### src/rtl/pipeline_hazard_ctrl.sv
// pipeline_hazard_ctrl
//   Central stall/flush controller for the 5-stage RISC-V pipeline. It merges
//   the DMEM busy-wait, the IMEM busy-wait, load-use hazards and taken
//   branches into per-stage hold/flush controls. A branch that resolves
//   during a DMEM stall is remembered (BR_PEND) and applied when the stall
//   ends. It also provides a sticky stall watchdog and optional performance
//   counters.
//
//   Optional feature macro: HAZARD_PERF_EN (performance counters). When it
//   is undefined, the PERF_* ports are tied to 0.
//
// Ports
//   CLK, reset            clock, synchronous active-high reset
//   ID_RS1/2, ID_USES_RS1/2  source operands of the instruction in ID
//   EX_RD, EX_MEM_READ    destination and load flag of the instruction in EX
//   EX_BRANCH_TAKEN       the EX branch/jump redirects this cycle
//   IMEM_BUSY, DMEM_BUSY  memory busy-wait flags
//   PC_WRITE_EN           PC may update
//   *_HOLD                pipeline register keeps its value
//   IF_ID/ID_EX_FLUSH     pipeline register loads a bubble
//   BRANCH_REDIRECT       PC mux selects the branch target
//   TIMEOUT_ERR           sticky watchdog error
//   STATE                 0 RUN, 1 DWAIT, 2 BR_PEND
//   PERF_*                stall / flush / load-use counters
module pipeline_hazard_ctrl #(
    parameter int TIMEOUT = 1023
) (
    input  logic        CLK,
    input  logic        reset,
    input  logic [4:0]  ID_RS1,
    input  logic [4:0]  ID_RS2,
    input  logic        ID_USES_RS1,
    input  logic        ID_USES_RS2,
    input  logic [4:0]  EX_RD,
    input  logic        EX_MEM_READ,
    input  logic        EX_BRANCH_TAKEN,
    input  logic        IMEM_BUSY,
    input  logic        DMEM_BUSY,
    output logic        PC_WRITE_EN,
    output logic        IF_ID_HOLD,
    output logic        ID_EX_HOLD,
    output logic        EX_MEM_HOLD,
    output logic        MEM_WB_HOLD,
    output logic        IF_ID_FLUSH,
    output logic        ID_EX_FLUSH,
    output logic        BRANCH_REDIRECT,
    output logic        TIMEOUT_ERR,
    output logic [1:0]  STATE,
    output logic [31:0] PERF_STALLS,
    output logic [31:0] PERF_FLUSHES,
    output logic [31:0] PERF_LOADUSE
);

    typedef enum logic [1:0] {
        RUN     = 2'd0,
        DWAIT   = 2'd1,
        BR_PEND = 2'd2
    } state_t;

    localparam logic [15:0] TMO = 16'(TIMEOUT);

    state_t      r_state, w_state_nxt;
    logic [15:0] r_wd;
    logic [15:0] w_wd_inc;
    logic        r_tmo_err;
    logic        w_lu;
    logic        w_br_eff;
    logic        w_lu_bubble;
    logic        w_if_id_fl_raw;
    logic        w_id_ex_fl_raw;

    assign w_lu = EX_MEM_READ && (EX_RD != 5'd0) &&
                  ((ID_USES_RS1 && (ID_RS1 == EX_RD)) ||
                   (ID_USES_RS2 && (ID_RS2 == EX_RD)));

    // A pending branch is treated exactly like a fresh taken branch.
    assign w_br_eff = EX_BRANCH_TAKEN || (r_state == BR_PEND);

    // ---------------- state register ----------------
    always_ff @(posedge CLK) begin
        if (reset) r_state <= RUN;
        else       r_state <= w_state_nxt;
    end

    always_comb begin
        w_state_nxt = r_state;
        unique case (r_state)
            RUN: begin
                if (DMEM_BUSY) w_state_nxt = EX_BRANCH_TAKEN ? BR_PEND : DWAIT;
            end
            DWAIT: begin
                if (!DMEM_BUSY)           w_state_nxt = RUN;
                else if (EX_BRANCH_TAKEN) w_state_nxt = BR_PEND;
            end
            BR_PEND: begin
                // Redirect is issued combinationally in the first non-busy cycle.
                if (!DMEM_BUSY) w_state_nxt = RUN;
            end
            default: w_state_nxt = RUN;
        endcase
    end

    // ---------------- control outputs ----------------
    always_comb begin
        PC_WRITE_EN     = 1'b1;
        IF_ID_HOLD      = 1'b0;
        ID_EX_HOLD      = 1'b0;
        EX_MEM_HOLD     = 1'b0;
        MEM_WB_HOLD     = 1'b0;
        w_if_id_fl_raw  = 1'b0;
        w_id_ex_fl_raw  = 1'b0;
        BRANCH_REDIRECT = 1'b0;
        w_lu_bubble     = 1'b0;

        if (DMEM_BUSY) begin
            PC_WRITE_EN = 1'b0;
            IF_ID_HOLD  = 1'b1;
            ID_EX_HOLD  = 1'b1;
            EX_MEM_HOLD = 1'b1;
            MEM_WB_HOLD = 1'b1;
        end else if (w_br_eff) begin
            // Also covers IMEM_BUSY: the IF/ID flush hides the missing fetch.
            BRANCH_REDIRECT = 1'b1;
            w_if_id_fl_raw  = 1'b1;
            w_id_ex_fl_raw  = 1'b1;
        end else if (w_lu) begin
            PC_WRITE_EN    = 1'b0;
            IF_ID_HOLD     = 1'b1;
            w_id_ex_fl_raw = 1'b1;
            w_lu_bubble    = 1'b1;
        end else if (IMEM_BUSY) begin
            PC_WRITE_EN    = 1'b0;
            w_if_id_fl_raw = 1'b1;
        end

        // Hold wins over flush on the same register.
        IF_ID_FLUSH = w_if_id_fl_raw && !IF_ID_HOLD;
        ID_EX_FLUSH = w_id_ex_fl_raw && !ID_EX_HOLD;

        // During reset the pipeline is drained with bubbles and the PC frozen.
        if (reset) begin
            PC_WRITE_EN     = 1'b0;
            IF_ID_HOLD      = 1'b0;
            ID_EX_HOLD      = 1'b0;
            EX_MEM_HOLD     = 1'b0;
            MEM_WB_HOLD     = 1'b0;
            IF_ID_FLUSH     = 1'b1;
            ID_EX_FLUSH     = 1'b1;
            BRANCH_REDIRECT = 1'b0;
            w_lu_bubble     = 1'b0;
        end
    end

    assign STATE = r_state;

    // ---------------- watchdog ----------------
    assign w_wd_inc = (r_wd == 16'hFFFF) ? r_wd : r_wd + 16'd1;

    always_ff @(posedge CLK) begin
        if (reset) begin
            r_wd      <= 16'd0;
            r_tmo_err <= 1'b0;
        end else begin
            r_wd <= DMEM_BUSY ? w_wd_inc : 16'd0;
            if (DMEM_BUSY && (w_wd_inc >= TMO)) r_tmo_err <= 1'b1;
        end
    end

    assign TIMEOUT_ERR = r_tmo_err;

    // ---------------- performance counters ----------------
`ifdef HAZARD_PERF_EN
    logic [31:0] r_perf_stalls;
    logic [31:0] r_perf_flushes;
    logic [31:0] r_perf_loaduse;

    always_ff @(posedge CLK) begin
        if (reset) begin
            r_perf_stalls  <= 32'd0;
            r_perf_flushes <= 32'd0;
            r_perf_loaduse <= 32'd0;
        end else begin
            if (!PC_WRITE_EN)    r_perf_stalls  <= r_perf_stalls + 32'd1;
            if (BRANCH_REDIRECT) r_perf_flushes <= r_perf_flushes + 32'd1;
            if (w_lu_bubble)     r_perf_loaduse <= r_perf_loaduse + 32'd1;
        end
    end

    assign PERF_STALLS  = r_perf_stalls;
    assign PERF_FLUSHES = r_perf_flushes;
    assign PERF_LOADUSE = r_perf_loaduse;
`else
    logic w_unused_perf;
    assign w_unused_perf = w_lu_bubble;
    assign PERF_STALLS   = 32'd0;
    assign PERF_FLUSHES  = 32'd0;
    assign PERF_LOADUSE  = 32'd0;
`endif

endmodule
### config.mk
export PLATFORM = sky130hd
export DESIGN_NAME = pipeline_hazard_ctrl
export DESIGN_NICKNAME = d
export VERILOG_FILES = /design/src/rtl/pipeline_hazard_ctrl.sv
export SDC_FILE = /design/constraint.sdc
export NUM_CORES = 1
export LEC_CHECK = 0
export BUFFER_PORTS_ARGS = -buffer_cell sky130_fd_sc_hd__clkbuf_2
export CORE_UTILIZATION = 43
export DETAILED_ROUTE_END_ITERATION = 8
export PLACE_DENSITY = 0.82
export REMOVE_ABC_BUFFERS = 1
export SLEW_MARGIN = 20
export SYNTH_ARGS = -nofsm -noshare
export SYNTH_HDL_FRONTEND = slang
export SYNTH_SLANG_ARGS = --single-unit
### constraint.sdc
create_clock -name CLK -period 2.4 [get_ports CLK]
set_input_delay 0.12 -clock CLK [delete_from_list [all_inputs] [get_ports CLK]]
set_output_delay 0.12 -clock CLK [all_outputs]
set_load 0.005 [all_outputs]
==> flow_metrics.py, run 1 <==
metrics = {
    "floorplanning": {
        "rows": 24,
        "dieArea_sq_mm": 0.00481,
        "io_pins": 130,
        "core_area_sq_mm": 0.00435,
        "chipHeight_microns": 69.3,
        "die_w_microns": 69.3,
        "start_util_pct": 44.8,
    },
    "placement": {
        "dp.cells": 326,
        "place.gp.congestion": 0.854,
        "hpwlAfterDp_microns": 2700,
        "io_buffers": 33,
    },
    "clock_network": {
        "clockBufferDepth": 2,
        "cts_tree": "yes",
        "clkSinkCount": 19,
        "cts_root_buffer": "clkbuf_8",
        "cts-htree-levels": 1,
        "hold_buffers": 0,
        "cts-buffers-inserted": 3,
        "path_clk_slew_ns": 0.07,
        "clk_latency_ns": 0.25,
    },
    "yosys": {
        "yosys.area_share.simple_pct": 19.9,
        "muxShareOfSynthArea_pct": 0.513,
        "synthCells": 247,
        "synthArstFlopShare_pct": 0,
        "synth_enable_flop_cells": 0,
        "synth_common_cells": "buf_4, dfxtp_1, nor2_1",
        "synthXorXnorAreaFrac_pct": 9.44,
        "ys_ff_latch": 19,
        "syn_avg_cell_area_sq_um": 7.89,
        "yosys_warnings": 0,
        "syn_area_sq_mm": 0.00195,
        "synth_most_common_cell": "buf_4",
        "ys_seq_area_share_pct": 19.5,
        "ys.flop_type": "dfxtp_1",
        "synthAdderAreaFrac_pct": 0.642,
        "yosysTopAreaCell": "buf_4",
        "synth_top_family_by_area": "buffers and inverters",
        "synthDominantCellAreaShare_pct": 37.7,
        "yosys.cell_types.count": 40,
        "synth_compound_area_share_pct": 8.86,
        "synthTopCellsByArea": "buf_4, dfxtp_1, xor2_1",
    },
    "critical_path": {
        "path_delay_family": "simple AND/OR/NAND/NOR gates",
        "slowest_delay_ns": 0.41,
        "crit_slowest_cell": "dfxtp_1",
        "worstPathArrival_ns": 2.32,
        "worstPathRequired_ns": 2.53,
        "cp_max_fo": 7,
        "path_buf_inv": 0,
        "cp-end-kind": "flop",
        "cp-start-kind": "flop",
        "cp_common_cell": "o41ai_2",
        "path_cells": "ha_2, nand3_1, nor3_1, xnor2_1, or2b_2, o41ai_2, o41ai_2",
        "path_class": "flop to flop",
    },
    "grt": {
        "grt_pass1_wl_microns": 5140,
        "grt_pass1_vias": 1176,
        "gr-total-overflow": 0,
        "grt_use_total_pct": 13.1,
        "antenna_found_initial": 0,
        "grt_max_degree": 17,
    },
    "routing": {
        "dr.pass1.iters": 4,
        "drt_iter0_drc": 49,
        "drt_wl_total_microns": 3210,
        "route.detailed.drc": 0,
        "wl_per_cell_microns": 9.73,
        "ant_nets": 0,
        "route.vias.total": 1437,
        "routed_via_density": 4.35,
    },
    "sta": {
        "finalSetupViolations": 0,
        "finalSetupTns_ns": 0,
        "maxSlewViolCount": 0,
        "max_freq_ghz": 0.456,
        "period_minus_slack_ns": 2.19,
        "hold_viol_final": 0,
        "fin_crit_sh_pct": 91.4,
        "clock-skew-final_ns": 0.00448,
        "rsz0062_at_grt": "no",
    },
    "power": {
        "power.leakage_nw": 0.874,
        "ir_drop_v": 0.000277,
        "power.density_mw_per_mm2": 358,
    },
    "cells_and_area": {
        "final_layout_size_suffix_gt1_share_pct": 17.3,
        "nFillCells": 466,
        "fin_cells": 330,
        "diodes": 0,
        "final_nets": 303,
        "areaGrowthSynthToFinish_pct": -6.68,
    },
    "run_status": {
        "status": "complete, no violations",
    },
    "worst_hold_path": {
        "hold_class": "primary input to flop",
    },
    "run": {
        "maxCapViolCount": 0,
    },
}
per-layer routing:
metal	vias to the layer above	part of all wire, %	global-route usage [%]
met2	84	52	23.1
li1	701	-	-
met4	0	1.4	4.54
met3	5	9.2	3.34
met5	-	0	0
met1	647	38	15.2
registers in the layout (all words and copies together) (netlist names):
name         flops
TIMEOUT_ERR      1
STATE            2
r_wd            16
per-stage QoR:
step / total power [mW] / utilization, % / area (sq um) / hold slack (ns) / worst slack (ns)
4_1_cts: 0.659 / 41.7 / 1820 / 0.0643 / 0.163
2_1_floorplan: 0.394 / - / 1520 / 0.197 / 0.400
5_1_grt: 0.692 / 41.8 / 1820 / 0.0624 / 0.0442
3_5_place_dp: 0.437 / 40.7 / 1770 / 0.336 / 0.188
3_3_place_gp: 0.435 / 40.7 / 1770 / 0.319 / 0.314
6_report: 0.652 / 41.8 / 1820 / 0.0622 / 0.205
final timing paths:
kind | startpoint | to | slack (ns) | depth (start not counted)
setup / recovery | r_wd[0] | TIMEOUT_ERR | 0.21 | 7
setup reg to reg | r_wd[0] | TIMEOUT_ERR | 0.21 | 7
hold reg to reg | STATE[1] | STATE[0] | 0.48 | 1
hold / removal | EX_BRANCH_TAKEN | STATE[0] | 0.06 | 2
power breakdown:
group	leakage (nW)	internal, mW	switching, mW	total (mW)
logic	0.698	0.0372	0.0737	0.111
registers	0.154	0.318	0.00304	0.321
clock network	0.0228	0.118	0.102	0.220
total	0.874	0.473	0.179	0.652
final cells by class:
| class | instances | area [sq um] | share of cell area (%) |
|---|---|---|---|
| clock buffer | 4 | 45.0 | 2.48 |
| timing repair buffer | 36 | 188 | 10.3 |
| multi-input combinational | 216 | 1130 | 62.1 |
| inverter | 3 | 11.3 | 0.619 |
| tap | 52 | 65.1 | 3.58 |
| sequential | 19 | 380 | 20.9 |
cell usage in the layout, fill, tap and decap left out, types with 2 or more instances in the layout:
| cell type | count |
|---|---|
| a21oi_1 | 10 |
| a31oi_1 | 3 |
| and3_1 | 3 |
| buf_4 | 3 |
| clkbuf_2 | 33 |
| clkbuf_8 | 3 |
| conb_1 | 96 |
| dfxtp_1 | 19 |
| inv_1 | 3 |
| nand2_1 | 12 |
| nand2b_1 | 5 |
| nand3_1 | 5 |
| nand4_1 | 8 |
| nor2_1 | 15 |
| nor3_1 | 6 |
| nor3b_1 | 2 |
| nor4_1 | 6 |
| o21ai_0 | 4 |
| o22ai_1 | 2 |
| o41ai_2 | 2 |
| xnor2_1 | 10 |
| xor2_1 | 11 |
timing repair:
item / CTS / global route
setup buffers: 0 / 0
endpoints found under the setup margin: 0 / 1
gates resized for setup: 0 / 1
cells by family after synthesis:
kind of cell               after synthesis
AOI/OAI and AO/OA                       26
xor gates and xnor gates                21
adders and majority gates                1
buffers and inverters                  107
DFF                                     19
muxes                                    1
other                                    1
and+or+nand+nor                         71
No activity file was read; power rests on OpenSTA's default activity.
==> run 2: changes to the inputs <==
Settings changed: CELL_PAD_IN_SITES_DETAIL_PLACEMENT from default to 2, CELL_PAD_IN_SITES_GLOBAL_PLACEMENT from default to 2, CORE_UTILIZATION 43 to 21, PLACE_DENSITY 0.82 to default, PLACE_DENSITY_LB_ADDON from default to 0.1.
==> run 2 against run 1 <==
  * The flow now finishes with violations (design-rule violations)
  * Critical path depth is the same
  * Flip-flop and latch count is the same
  * Non-clock buffer count grew 8
  * Register-to-register slack lost 0.04 ns
  * Design area grew 7.6%
  * Final cell count grew 19%
  * Total power grew 4.2%
  * Setup slack lost 0.044 ns
  * Utilization shrank 20 points
==> flow_metrics.py, run 2 (synthesis gave the netlist of run 1 again) <==
metrics = {
    "clock_network": {
        "path_clk_slew_ns": 0.08,
        "cts_root_buffer": "clkbuf_8",
        "clk_latency_ns": 0.27,
        "clkSinkCount": 19,
        "hold_buffers": 0,
        "cts-buffers-inserted": 3,
        "clockBufferDepth": 2,
        "cts-htree-levels": 1,
        "cts_tree": "yes",
    },
    "routing": {
        "drt_iter0_drc": 73,
        "wl_met3_microns": 466,
        "routed_via_density": 3.76,
        "route.detailed.drc": 15,
        "wl_per_cell_microns": 12.2,
        "route.vias.total": 1483,
        "m1WireLength_microns": 2160,
        "ant_nets": 0,
        "dr_wl_met2_microns": 2110,
        "drt_wl_total_microns": 4800,
        "top_layer": "met4",
        "dr.pass1.iters": 8,
    },
    "power": {
        "power.density_mw_per_mm2": 347,
        "power_frac_seq_pct": 47.3,
        "power.switching_mw": 0.205,
        "netSwitchingFraction_pct": 30.2,
        "clock_power_share_pct": 35.7,
        "ir_drop_v": 0.000148,
        "internal_power_mw": 0.474,
        "power.leakage_nw": 0.910,
        "p_comb_share_pct": 17.0,
    },
    "floorplanning": {
        "rows": 34,
        "die_w_microns": 98.3,
        "core_area_sq_mm": 0.00885,
        "io_pins": 130,
        "dieArea_sq_mm": 0.00967,
        "chipHeight_microns": 98.3,
        "start_util_pct": 22.0,
    },
    "critical_path": {
        "path_cells": "ha_2, nand4_1, or4_4, nand4_2, xnor2_1, o41ai_2, o41ai_2",
        "path_delay_family": "simple AND/OR/NAND/NOR gates",
        "cp_common_cell": "o41ai_2",
        "cp_max_fo": 7,
        "r2r_setup_slack_ns": 0.16,
        "path_class": "flop to flop",
        "r2r_cells": 7,
        "reg2reg_to": "TIMEOUT_ERR",
        "r2r-start": "r_wd[1]",
        "worstPathRequired_ns": 2.54,
        "cp-end-kind": "flop",
        "crit_slowest_cell": "or4_4",
        "slowest_delay_ns": 0.66,
        "path_buf_inv": 0,
        "worstPathArrival_ns": 2.38,
        "cp-start-kind": "flop",
    },
    "run_status": {
        "status": "finished with violations",
        "violations": "design-rule violations",
    },
    "grt": {
        "gr-total-overflow": 0,
        "grt_pass1_vias": 1325,
        "grt_pass1_wl_microns": 6980,
        "grt_max_degree": 17,
        "grt_use_total_pct": 9.24,
        "antenna_found_initial": 0,
    },
    "worst_hold_path": {
        "hold_start": "EX_BRANCH_TAKEN",
        "hold_path_end": "STATE[0]",
        "hold_class": "primary input to flop",
        "hold_path_depth": 2,
    },
    "sta": {
        "maxSlewViolCount": 0,
        "finalSetupViolations": 0,
        "rsz0062_at_grt": "no",
        "period_minus_slack_ns": 2.24,
        "finalSetupTns_ns": 0,
        "fin_crit_sh_pct": 93.3,
        "max_freq_ghz": 0.447,
        "setup_ws_ns": 0.161,
        "clock-skew-final_ns": 0.00467,
        "hold_viol_final": 0,
    },
    "cells_and_area": {
        "final_nets": 311,
        "final_util_pct": 22.1,
        "areaGrowthSynthToFinish_pct": 0.449,
        "fin_cells": 394,
        "largest_register_ffs": 16,
        "top_register": "r_wd",
        "final_layout_size_suffix_gt1_share_pct": 20.6,
        "layout_commonest_cell": "conb_1",
        "nFillCells": 1083,
        "fin_area_sq_mm": 0.00196,
        "layout_common_cells": "conb_1, clkbuf_2, dfxtp_1",
        "diodes": 0,
    },
    "placement": {
        "dp.cells": 384,
        "dp_slack_ns": 0.144,
        "dpl-instance-area_sq_mm": 0.00186,
        "place.gp.congestion": 0.749,
        "hpwlAfterDp_microns": 3840,
        "io_buffers": 33,
    },
    "run": {
        "maxCapViolCount": 0,
    },
}
[run 2: area by class of cell]
cell class                 instances  area, sq um  area share [%]
sequential                        19          382            19.5
clock buffer                       4         45.0            2.30
inverter                           3         11.3           0.575
timing repair buffer              44          245            12.5
tap                              108          135            6.90
multi-input combinational        216         1140            58.2
[run 2: power by group through the flow]
stage / Sequential, mW / Combinational (mW) / Clock [mW]
finish: 0.322 / 0.116 / 0.242
floorplan: 0.328 / 0.0657 / 0
global placement: 0.329 / 0.113 / 0
global route: 0.323 / 0.133 / 0.265
detailed placement: 0.329 / 0.112 / 0
CTS: 0.321 / 0.113 / 0.255
[run 2: repair_timing]
| item | in CTS | in global routing |
|---|---|---|
| setup buffers | 0 | 6 |
| endpoints found under the setup margin | 0 | 1 |
| gates resized for setup | 0 | 4 |
[run 2: routing by layer]
metal / GRT usage [%] / up-vias
li1: - / 715
met1: 12.2 / 675
met2: 14.5 / 88
met3: 2.00 / 5
met4: 3.79 / 0
met5: 0 / -
[run 2: metrics by stage]
stage          hold WS (ns)  total power, mW
2_1_floorplan         0.197            0.394
3_3_place_gp          0.324            0.442
3_5_place_dp          0.320            0.441
4_1_cts              0.0335            0.689
5_1_grt              0.0454            0.721
6_report             0.0418            0.679
[run 2: worst max path at each step]
stage,to,cells after the start,start,slack [ns]
floorplan,TIMEOUT_ERR,7,r_wd[0],0.40
global placement,TIMEOUT_ERR,7,r_wd[0],0.12
detailed placement,TIMEOUT_ERR,7,r_wd[0],0.14
CTS,TIMEOUT_ERR,7,r_wd[0],0.11
global route,TIMEOUT_ERR,7,r_wd[1],0.005
finish,TIMEOUT_ERR,7,r_wd[1],0.16
==> run 3: changes to the inputs <==
--- a/config.mk
+++ b/config.mk
@@ -10,3 +10,3 @@
 export CELL_PAD_IN_SITES_GLOBAL_PLACEMENT = 2
-export CORE_UTILIZATION = 21
+export CORE_UTILIZATION = 19
 export DETAILED_ROUTE_END_ITERATION = 8
==> constraint.sdc (replaced) <==
create_clock -name CLK -period 2.05 [get_ports CLK]
set_input_delay 0.1025 -clock CLK [delete_from_list [all_inputs] [get_ports CLK]]
set_output_delay 0.1025 -clock CLK [all_outputs]
set_load 0.05 [all_outputs]
==> run 3 against run 2 <==
  * The flow now finishes without violations
  * Clock-buffer cell count unchanged
  * Design area up 14%
  * Die area up 10%
  * Total power grew 74%
  * Final cell count grew 12%
  * Global-route usage is 0.23 points higher
  * Hold slack got worse by 0.012 ns
  * Clock power up 17%
  * Sequential power up 16%
  * Fmax increased by 13%
  * Setup slack lost 0.094 ns
==> flow_metrics.py, run 3 (synthesis gave the netlist of run 1 again) <==
metrics = {
    "run_status": {
        "status": "complete, no violations",
    },
    "cells_and_area": {
        "largest_register_ffs": 16,
        "regArea_sq_um": 393,
        "diodes": 0,
        "multiInputGateArea_sq_mm": 0.00120,
        "layout_commonest_cell": "conb_1",
        "fin_area_sq_mm": 0.00223,
        "areaGrowthSynthToFinish_pct": 14.6,
        "top_register": "r_wd",
        "layout_common_cells": "conb_1, buf_4, clkbuf_2",
        "final_layout_size_suffix_gt1_share_pct": 30.4,
        "final_nets": 334,
        "nFillCells": 1158,
    },
    "routing": {
        "routed_via_density": 3.60,
        "drt_wl_total_microns": 5170,
        "dr.pass1.iters": 4,
        "route.detailed.drc": 0,
        "route.vias.total": 1592,
        "drt_iter0_drc": 27,
        "ant_nets": 0,
        "wl_per_cell_microns": 11.7,
    },
    "clock_network": {
        "cts_tree": "yes",
        "clockBufferDepth": 2,
        "clkSinkCount": 19,
        "path_clk_slew_ns": 0.08,
        "hold_buffers": 0,
        "cts_root_buffer": "clkbuf_8",
        "clk_latency_ns": 0.27,
        "cts-buffers-inserted": 3,
        "cts-htree-levels": 1,
    },
    "critical_path": {
        "path_class": "flop to flop",
        "cp-start-kind": "flop",
        "cp_max_fo": 7,
        "worstPathRequired_ns": 2.23,
        "cp-end-kind": "flop",
        "worstPathArrival_ns": 2.16,
    },
    "run": {
        "maxCapViolCount": 0,
    },
    "floorplanning": {
        "chipHeight_microns": 103,
        "start_util_pct": 19.8,
        "io_pins": 130,
        "dieArea_sq_mm": 0.0107,
        "core_area_sq_mm": 0.00986,
        "die_w_microns": 103,
        "rows": 36,
    },
    "sta": {
        "period_minus_slack_ns": 1.98,
        "finalSetupViolations": 0,
        "max_freq_ghz": 0.504,
        "setup_ws_ns": 0.0677,
        "hold_viol_final": 0,
        "finalSetupTns_ns": 0,
        "hold_slack_ns": 0.0303,
        "clock-skew-final_ns": 0.00302,
        "maxSlewViolCount": 0,
        "rsz0062_at_grt": "yes",
        "fin_crit_sh_pct": 96.7,
    },
    "placement": {
        "dpl-instance-area_sq_mm": 0.00208,
        "io_buffers": 33,
        "hpwlAfterDp_microns": 4220,
        "dp_slack_ns": 0.0144,
        "place.gp.congestion": 0.719,
    },
    "power": {
        "power.leakage_nw": 1.05,
        "power.density_mw_per_mm2": 528,
        "ir_drop_v": 0.000177,
    },
    "grt": {
        "antenna_found_initial": 0,
        "grt_use_total_pct": 9.47,
        "grt_pass1_wl_microns": 7670,
        "grt_pass1_vias": 1490,
        "gr-total-overflow": 0,
        "grt_max_degree": 17,
    },
    "worst_hold_path": {
        "hold_class": "primary input to flop",
    },
}
## run 3: changes by cell type in the layout (fill, tap and decap cells not counted), moves of 3 or more
cell	previous run	this run
buf_4	10	34
dfxtp_1	18	11
dfxtp_2	1	7
nor4_1	6	3
## run 3: where the power goes
group / internal (mW) / switching (mW) / total [mW] / leakage, nW
logic: 0.0469 / 0.474 / 0.521 / 0.866
clock network: 0.139 / 0.145 / 0.284 / 0.0228
registers: 0.372 / 0.00341 / 0.375 / 0.158
## run 3: layout make-up
cell class              instances  share of cell area, %
clock buffers                   4                   2.02
inverters                       3                  0.504
multi-input cells             216                   53.6
flip-flops and latches         19                   17.6
well taps                     133                   7.45
repair buffers                 67                   18.8
## run 3: metal layers
metal  up-vias  GRT usage (%)  part of all wire, %
met2        81           16.8                   48
met5         -              0                    0
met4         0           3.25                  1.1
li1        761              -                    -
met1       745           11.6                   43
met3         5           1.55                  8.2
## run 3: final timing paths
| path | from | endpoint | slack, ns | cells after the start |
|---|---|---|---|---|
| worst max-delay path | r_wd[3] | TIMEOUT_ERR | 0.07 | 6 |
| worst min-delay path | EX_BRANCH_TAKEN | STATE[0] | 0.03 | 2 |
| worst max register to register | r_wd[3] | TIMEOUT_ERR | 0.07 | 6 |
| worst min register to register | STATE[1] | STATE[0] | 0.48 | 1 |
## run 3: repair_timing
action,4_1_cts,5_1_grt
pin swaps,0,6
endpoints found under the setup margin,1,2
endpoints found under the hold margin,0,0
gates resized for setup,1,19
buffers inserted,0,4
gates cloned,0,0
## run 3: through the flow
stage	util (%)	std cells	power, mW
after global placement	21.0	434	0.898
after detailed placement	21.0	434	0.899
final	22.7	442	1.18
after floorplan	-	238	0.841
after global routing	22.7	442	1.22
after CTS	21.6	438	1.19
## run 3: critical path: stages, from the launching register on
cell and delay [ns]:
dfxtp_2 0.37, buf_4 0.13, nand4_1 0.13, or4_4 0.65, o22ai_1 0.28, nand2_1 0.13
o41ai_2 0.19
